$ cat src/rtl/demux4_reg.sv
`default_nettype none
// ============================================================================
// Module      : demux4_reg
// Description : Registered 1-to-4 demultiplexer with valid/ready handshaking
//               and a one-entry holding register per output channel.
//               Optional per-channel drain counters: DEMUX4_REG_STATS_EN.
// Revision    : 1.0 - initial release
// ============================================================================
module demux4_reg #(
  parameter int WIDTH = 8
) (
  input  logic             clk,
  input  logic             rst_n,
  input  logic             in_valid,
  output logic             in_ready,
  input  logic [WIDTH-1:0] in_data,
  input  logic [1:0]       in_sel,
  output logic [3:0]       out_valid,
  input  logic [3:0]       out_ready,
  output logic [WIDTH-1:0] out0_data,
  output logic [WIDTH-1:0] out1_data,
  output logic [WIDTH-1:0] out2_data,
  output logic [WIDTH-1:0] out3_data
`ifdef DEMUX4_REG_STATS_EN
  ,
  input  logic             cnt_clr,
  output logic [31:0]      cnt_flat
`endif
);

  typedef enum logic {
    EMPTY = 1'b0,
    FULL  = 1'b1
  } state_t;

  logic       w_in_fire;
  logic [3:0] w_wr;
  logic [3:0] w_out_fire;

  // Gated with rst_n so no handshake can be offered while reset is held.
  assign in_ready   = rst_n & (~out_valid[in_sel] | out_ready[in_sel]);
  assign w_in_fire  = in_valid & in_ready;
  assign w_out_fire = out_valid & out_ready;

  generate
    for (genvar k = 0; k < 4; k++) begin : g_ch
      state_t           r_state;
      logic [WIDTH-1:0] r_data;

      assign w_wr[k] = w_in_fire & (in_sel == 2'(k));

      always_ff @(posedge clk or negedge rst_n) begin
        if (!rst_n) begin
          r_state <= EMPTY;
          r_data  <= '0;
        end else begin
          case (r_state)
            EMPTY: begin
              if (w_wr[k]) begin
                r_state <= FULL;
                r_data  <= in_data;
              end
            end
            FULL: begin
              // A write here implies the consumer drained this cycle.
              if (w_wr[k]) begin
                r_data <= in_data;
              end else if (w_out_fire[k]) begin
                r_state <= EMPTY;
              end
            end
            default: r_state <= EMPTY;
          endcase
        end
      end
    end
  endgenerate

  assign out_valid = {g_ch[3].r_state == FULL, g_ch[2].r_state == FULL,
                      g_ch[1].r_state == FULL, g_ch[0].r_state == FULL};
  assign out0_data = g_ch[0].r_data;
  assign out1_data = g_ch[1].r_data;
  assign out2_data = g_ch[2].r_data;
  assign out3_data = g_ch[3].r_data;

`ifdef DEMUX4_REG_STATS_EN
  generate
    for (genvar k = 0; k < 4; k++) begin : g_cnt
      logic [7:0] r_cnt;

      always_ff @(posedge clk or negedge rst_n) begin
        if (!rst_n) begin
          r_cnt <= '0;
        end else if (cnt_clr) begin
          r_cnt <= '0;
        end else if (w_out_fire[k] && (r_cnt != 8'hFF)) begin
          r_cnt <= r_cnt + 8'd1;
        end
      end
    end
  endgenerate

  assign cnt_flat = {g_cnt[3].r_cnt, g_cnt[2].r_cnt, g_cnt[1].r_cnt, g_cnt[0].r_cnt};
`endif

endmodule
`default_nettype wire

$ cat config.mk
export PLATFORM = sky130hd
export DESIGN_NAME = demux4_reg
export DESIGN_NICKNAME = d
export VERILOG_FILES = /design/src/rtl/demux4_reg.sv
export SDC_FILE = /design/constraint.sdc
export NUM_CORES = 1
export LEC_CHECK = 0
export CAP_MARGIN = 20
export CORE_ASPECT_RATIO = 1.4
export CORE_MARGIN = 2
export CORE_UTILIZATION = 43
export CTS_BUF_LIST = sky130_fd_sc_hd__clkbuf_4 sky130_fd_sc_hd__clkbuf_8 sky130_fd_sc_hd__clkbuf_16
export DETAILED_ROUTE_END_ITERATION = 10
export PLACE_DENSITY = 0.78
export SLEW_MARGIN = 20
export SYNTH_ARGS = -nofsm -noshare
export SYNTH_HDL_FRONTEND = slang
export SYNTH_SLANG_ARGS = --single-unit
export TNS_END_PERCENT = 50
$ cat constraint.sdc
create_clock -name clk -period 2 [get_ports clk]
set_input_delay 0.2 -clock clk [delete_from_list [all_inputs] [get_ports clk]]
set_output_delay 0.2 -clock clk [all_outputs]
set_load 0.02 [all_outputs]
# ---- Word-level counts from Yosys, hierarchy flattened
# Index checks and enable logic that the tools add are counted.
dict set report totals {
  register_bits 36
  input_bits 17
  out_inout_bits 37
  wordCells 50
}
dict set report op_classes {
  order_cmp 1
  eq_ne 3
  n_mux 24
  bitwise_logic 13
  n_reduce_logical 1
}
# operator count
set op_table {}
lappend op_table {{$mux 8} 4}
lappend op_table {{$mux 1} 14}
lappend op_table {{$pmux 1 s2} 4}
lappend op_table {{$and 1x1->1} 6}
lappend op_table {{$not 1->1} 5}
lappend op_table {{$and 4x4->4} 1}
lappend op_table {{$bmux 1 s2} 2}
lappend op_table {{$eq 2x2->1 const B} 2}
lappend op_table {{$lt 2x3->1 const B} 1}
lappend op_table {{$eq 2x1->1 const B} 1}
lappend op_table {{$logic_not 2->1} 1}
lappend op_table {{$or 1x1->1} 1}

# ---- Depth between registers and ports, before layout
dict set report depth {
  word_depth 9
  mapped_depth 4
}

# ---- Worst setup path after synthesis
# No wires, ideal clock.
dict set report synth_path {
  path_kind {register -> output}
  startpoint {register g_ch[2].r_state}
  endpoint {output port in_ready}
  t_arrival_ns 1.188
  t_required_ns 1.800
  path_slack_ns 0.612
  path_stages_with_launch 4
  path_cell_list {dfrtp_1 or4bb_2 o311ai_0 a21oi_1}
}
dict set report synth_between {
  elab_chain_len 5
}
# element line_no
set synth_lines {}
lappend synth_lines {{start: declaration} 47} ;# state_t r_state;
lappend synth_lines {{start signal: assignment} 54} ;# r_state <= EMPTY;
lappend synth_lines {{start signal: assignment} 60} ;# r_state <= FULL;
lappend synth_lines {{start signal: assignment} 69} ;# r_state <= EMPTY;
lappend synth_lines {{$bmux 1 s2} 41} ;# assign in_ready = rst_n & (~out_valid[in_sel] | out_ready[in_sel]);
lappend synth_lines {{$mux 1 (implied by the code)} 41}
lappend synth_lines {{$not 1->1} 41}
lappend synth_lines {{$or 1x1->1} 41}
lappend synth_lines {{$and 1x1->1} 41}
lappend synth_lines {{end: declaration} 15} ;# output logic in_ready,
# No other way between the ends. The select of a mux whose other input is x is not followed.

# ---- Worst setup path in the final report
dict set report layout_path {
  startpoint {input port in_sel[0]}
  endpoint {output port in_ready}
}
dict set report layout_between {
  elab_chain_len 5
  elab_cells_between_ends 7
  cone_classes {mux: 4; bitwise: 3}
}
# element line_no
set layout_lines {}
lappend layout_lines {{start: declaration} 17} ;# input logic [1:0] in_sel,
lappend layout_lines {{$bmux 1 s2} 41}
lappend layout_lines {{$mux 1 (implied by the code)} 41}
lappend layout_lines {{$not 1->1} 41}
lappend layout_lines {{$or 1x1->1 (*)} 41}
lappend layout_lines {{$and 1x1->1 (*)} 41}
# Mark *: on every way between the ends. The rest lies on a longest branch, timed or not. The select of a mux whose other input is x is not followed.

==> impl_metrics.tcl <==
set metrics [dict create \
    outcome "finished, final reports clean" \
    via_per_inst 5.09 \
    grt_start_max_net_pins 21 \
    ys_top_cells_by_area "dfrtp_1 (62%), mux2_2 (25%), buf_4 (2.1%)" \
    multiInputGateArea_sq_um 509 \
    cts_tree "yes" \
    crit_start "in_sel[0]" \
    drive_above_1_share_pct 34.8 \
    powerDensity_nw_per_um2 1110 \
    nets 171 \
    syn_inst 93 \
    syn_to_final_growth_pct 49.0 \
    n_antenna_cell 0 \
    worst-r2r-setup-slack_ps 500 \
    cts_root_buf "clkbuf_8" \
    clkLatencyLatePin_ps 290 \
    relSlewSlack_pct 66.9 \
    synth_area_leader_cell "dfrtp_1" \
    cts_max_path_buffers 2 \
    syn_nets 110 \
    fin_skew_ps 4.72 \
    clk_pin_slew_ps 70 \
    fill_cells 254 \
    yosys_warnings 0 \
    r2r_cells 4 \
    max_clock_freq_mhz 550 \
    seq_area_frac_synth_pct 62.1 \
    synth-edff-count 0 \
    final_cell_mix "clkdlybuf4s50_1 (51), dfrtp_1 (36), mux2_2 (32), clkbuf_8 (7), buf_4 (6)" \
    coreArea_sq_um 3180 \
    regArea_sq_um 901 \
    synth.avg_cell_area_sq_um 15.6 \
    ant_nets 0 \
    cp_data_required_time_ps 1800 \
    pre_cts_ws_ps -203 \
    grt.overflow.total 0 \
    finalHoldViolCount 0 \
    critPathKind "in2out" \
    arrival_ps 1620 \
    routabilityCongestion 0.694 \
    antenna_found_initial 0 \
    synth_top_area_share_pct 62.1 \
    r2r_start "g_ch[0].r_state" \
    setup_viol 0 \
    fp.dieH_um 72.7 \
    final_common_cell "clkdlybuf4s50_1" \
    drcViolationCount 0 \
    cp_max_fo 2 \
    grt_pass1_vias 1081 \
    dieArea_sq_um 3860 \
    syn-cell-area_sq_um 1450 \
    p_leak_nw 0.929 \
    r2r_end "out0_data[3]" \
    hpwl_um 2420 \
    slew_violations 0 \
    start_util_pct 45.6 \
    synth_cell_types 20 \
    end_kind "output port" \
    cts_buffers 5 \
    synth-seq-cells 36 \
    rows 24 \
    placed_cell_area_sq_um 2030 \
    drv_cap 0 \
    first_pass_iters 3 \
    io-pin-count 54 \
    async_flop_share_pct 100 \
    io_buffers 53 \
    power_mw 2.40 \
    grt_setup_unrepaired "no" \
    worst_pin_slew_ps 496 \
    hold_path.class "in2async" \
    vdd_drop_max_uv 702 \
    drt-total-wl_um 3290 \
    vias 988 \
    start_kind "input pin" \
    setup_ws_ps 181 \
    drt_iter0_markers 8 \
    period_share_pct 90.9 \
    track_usage_pct 19.4 \
    ys.flop_type "dfrtp_1" \
    dieWidth_um 53.1 \
    cts.sinks 36 \
    holdWs_ps 451 \
    postCtsSetupBuffers 0 \
    grt_pass1_wl_um 5240 \
    h-tree-depth 2 \
    period_needed_ps 1820 \
    routedWlPerCell_um 17.0 \
    design_area_sq_um 2160 \
]
## synth_stat cells (2+ instances only)
library cell and n:
nand2_1 2, buf_4 4, mux2_2 32, buf_2 2
nand2b_1 3, dfrtp_1 36
## final cells by class
cell class	count	share of cell area, %
sequential	36	41.7
clock inverter	1	1.39
clock buffer	7	4.46
timing repair buffer	60	26.6
multi-input combinational	51	23.6
tap	39	2.26
## flip-flops by register name (all words and copies together) (netlist names)
register,flops
g_ch.r_state,4
out0_data,8
out1_data,8
out2_data,8
out3_data,8
## kinds of logic (layout without fill, tap and decap cells)
logic type | Yosys count | after routing | synth area share (%)
AOI/OAI and AO/OA | 3 | 3 | 1.29
DFF | 36 | 36 | 62.1
and+or+nand+nor | 15 | 15 | 8.28
buffers and inverters | 6 | 68 | 2.76
muxes | 33 | 33 | 25.5
## repair_timing
action,4_1_cts,5_1_grt
endpoints found under the hold margin,36,0
hold buffers,1,0
endpoints found under the setup margin,1,1
cloned,0,0
gates resized for setup,1,2
## worst max path at each step
stage          endpoint  slack (ps)
2_1_floorplan  in_ready         610
3_3_place_gp   in_ready        -150
3_5_place_dp   in_ready        -200
4_1_cts        in_ready           9
5_1_grt        in_ready         130
6_report       in_ready         180
## per-layer routing
metal,GRT usage (%),vias up,share of wire [%]
li1,-,447,-
met5,0,-,0
met4,7.69,0,1.7
met3,6.56,6,6.5
met1,20.7,498,37
met2,34.3,37,55
## power breakdown
part / switching [mW] / internal (mW) / total (mW)
Clock: 0.255 / 0.440 / 0.695
Combinational: 0.342 / 0.401 / 0.743
Sequential: 0.0800 / 0.879 / 0.959
## critical path, stage by stage
cell             delay, ps
clkdlybuf4s50_1        430
or4bb_2                630
o311ai_0               120
a21oi_1                 70
clkbuf_2               170
## through the flow
| step | utilization (%) | setup TNS (ps) | instances |
|---|---|---|---|
| 2_1_floorplan | - | 0 | 93 |
| 3_3_place_gp | 63.8 | -154 | 185 |
| 3_5_place_dp | 63.8 | -203 | 185 |
| 4_1_cts | 68.0 | 0 | 194 |
| 5_1_grt | 67.9 | 0 | 194 |
| 6_report | 67.9 | 0 | 194 |
No activity file was read; power rests on OpenSTA's default activity.
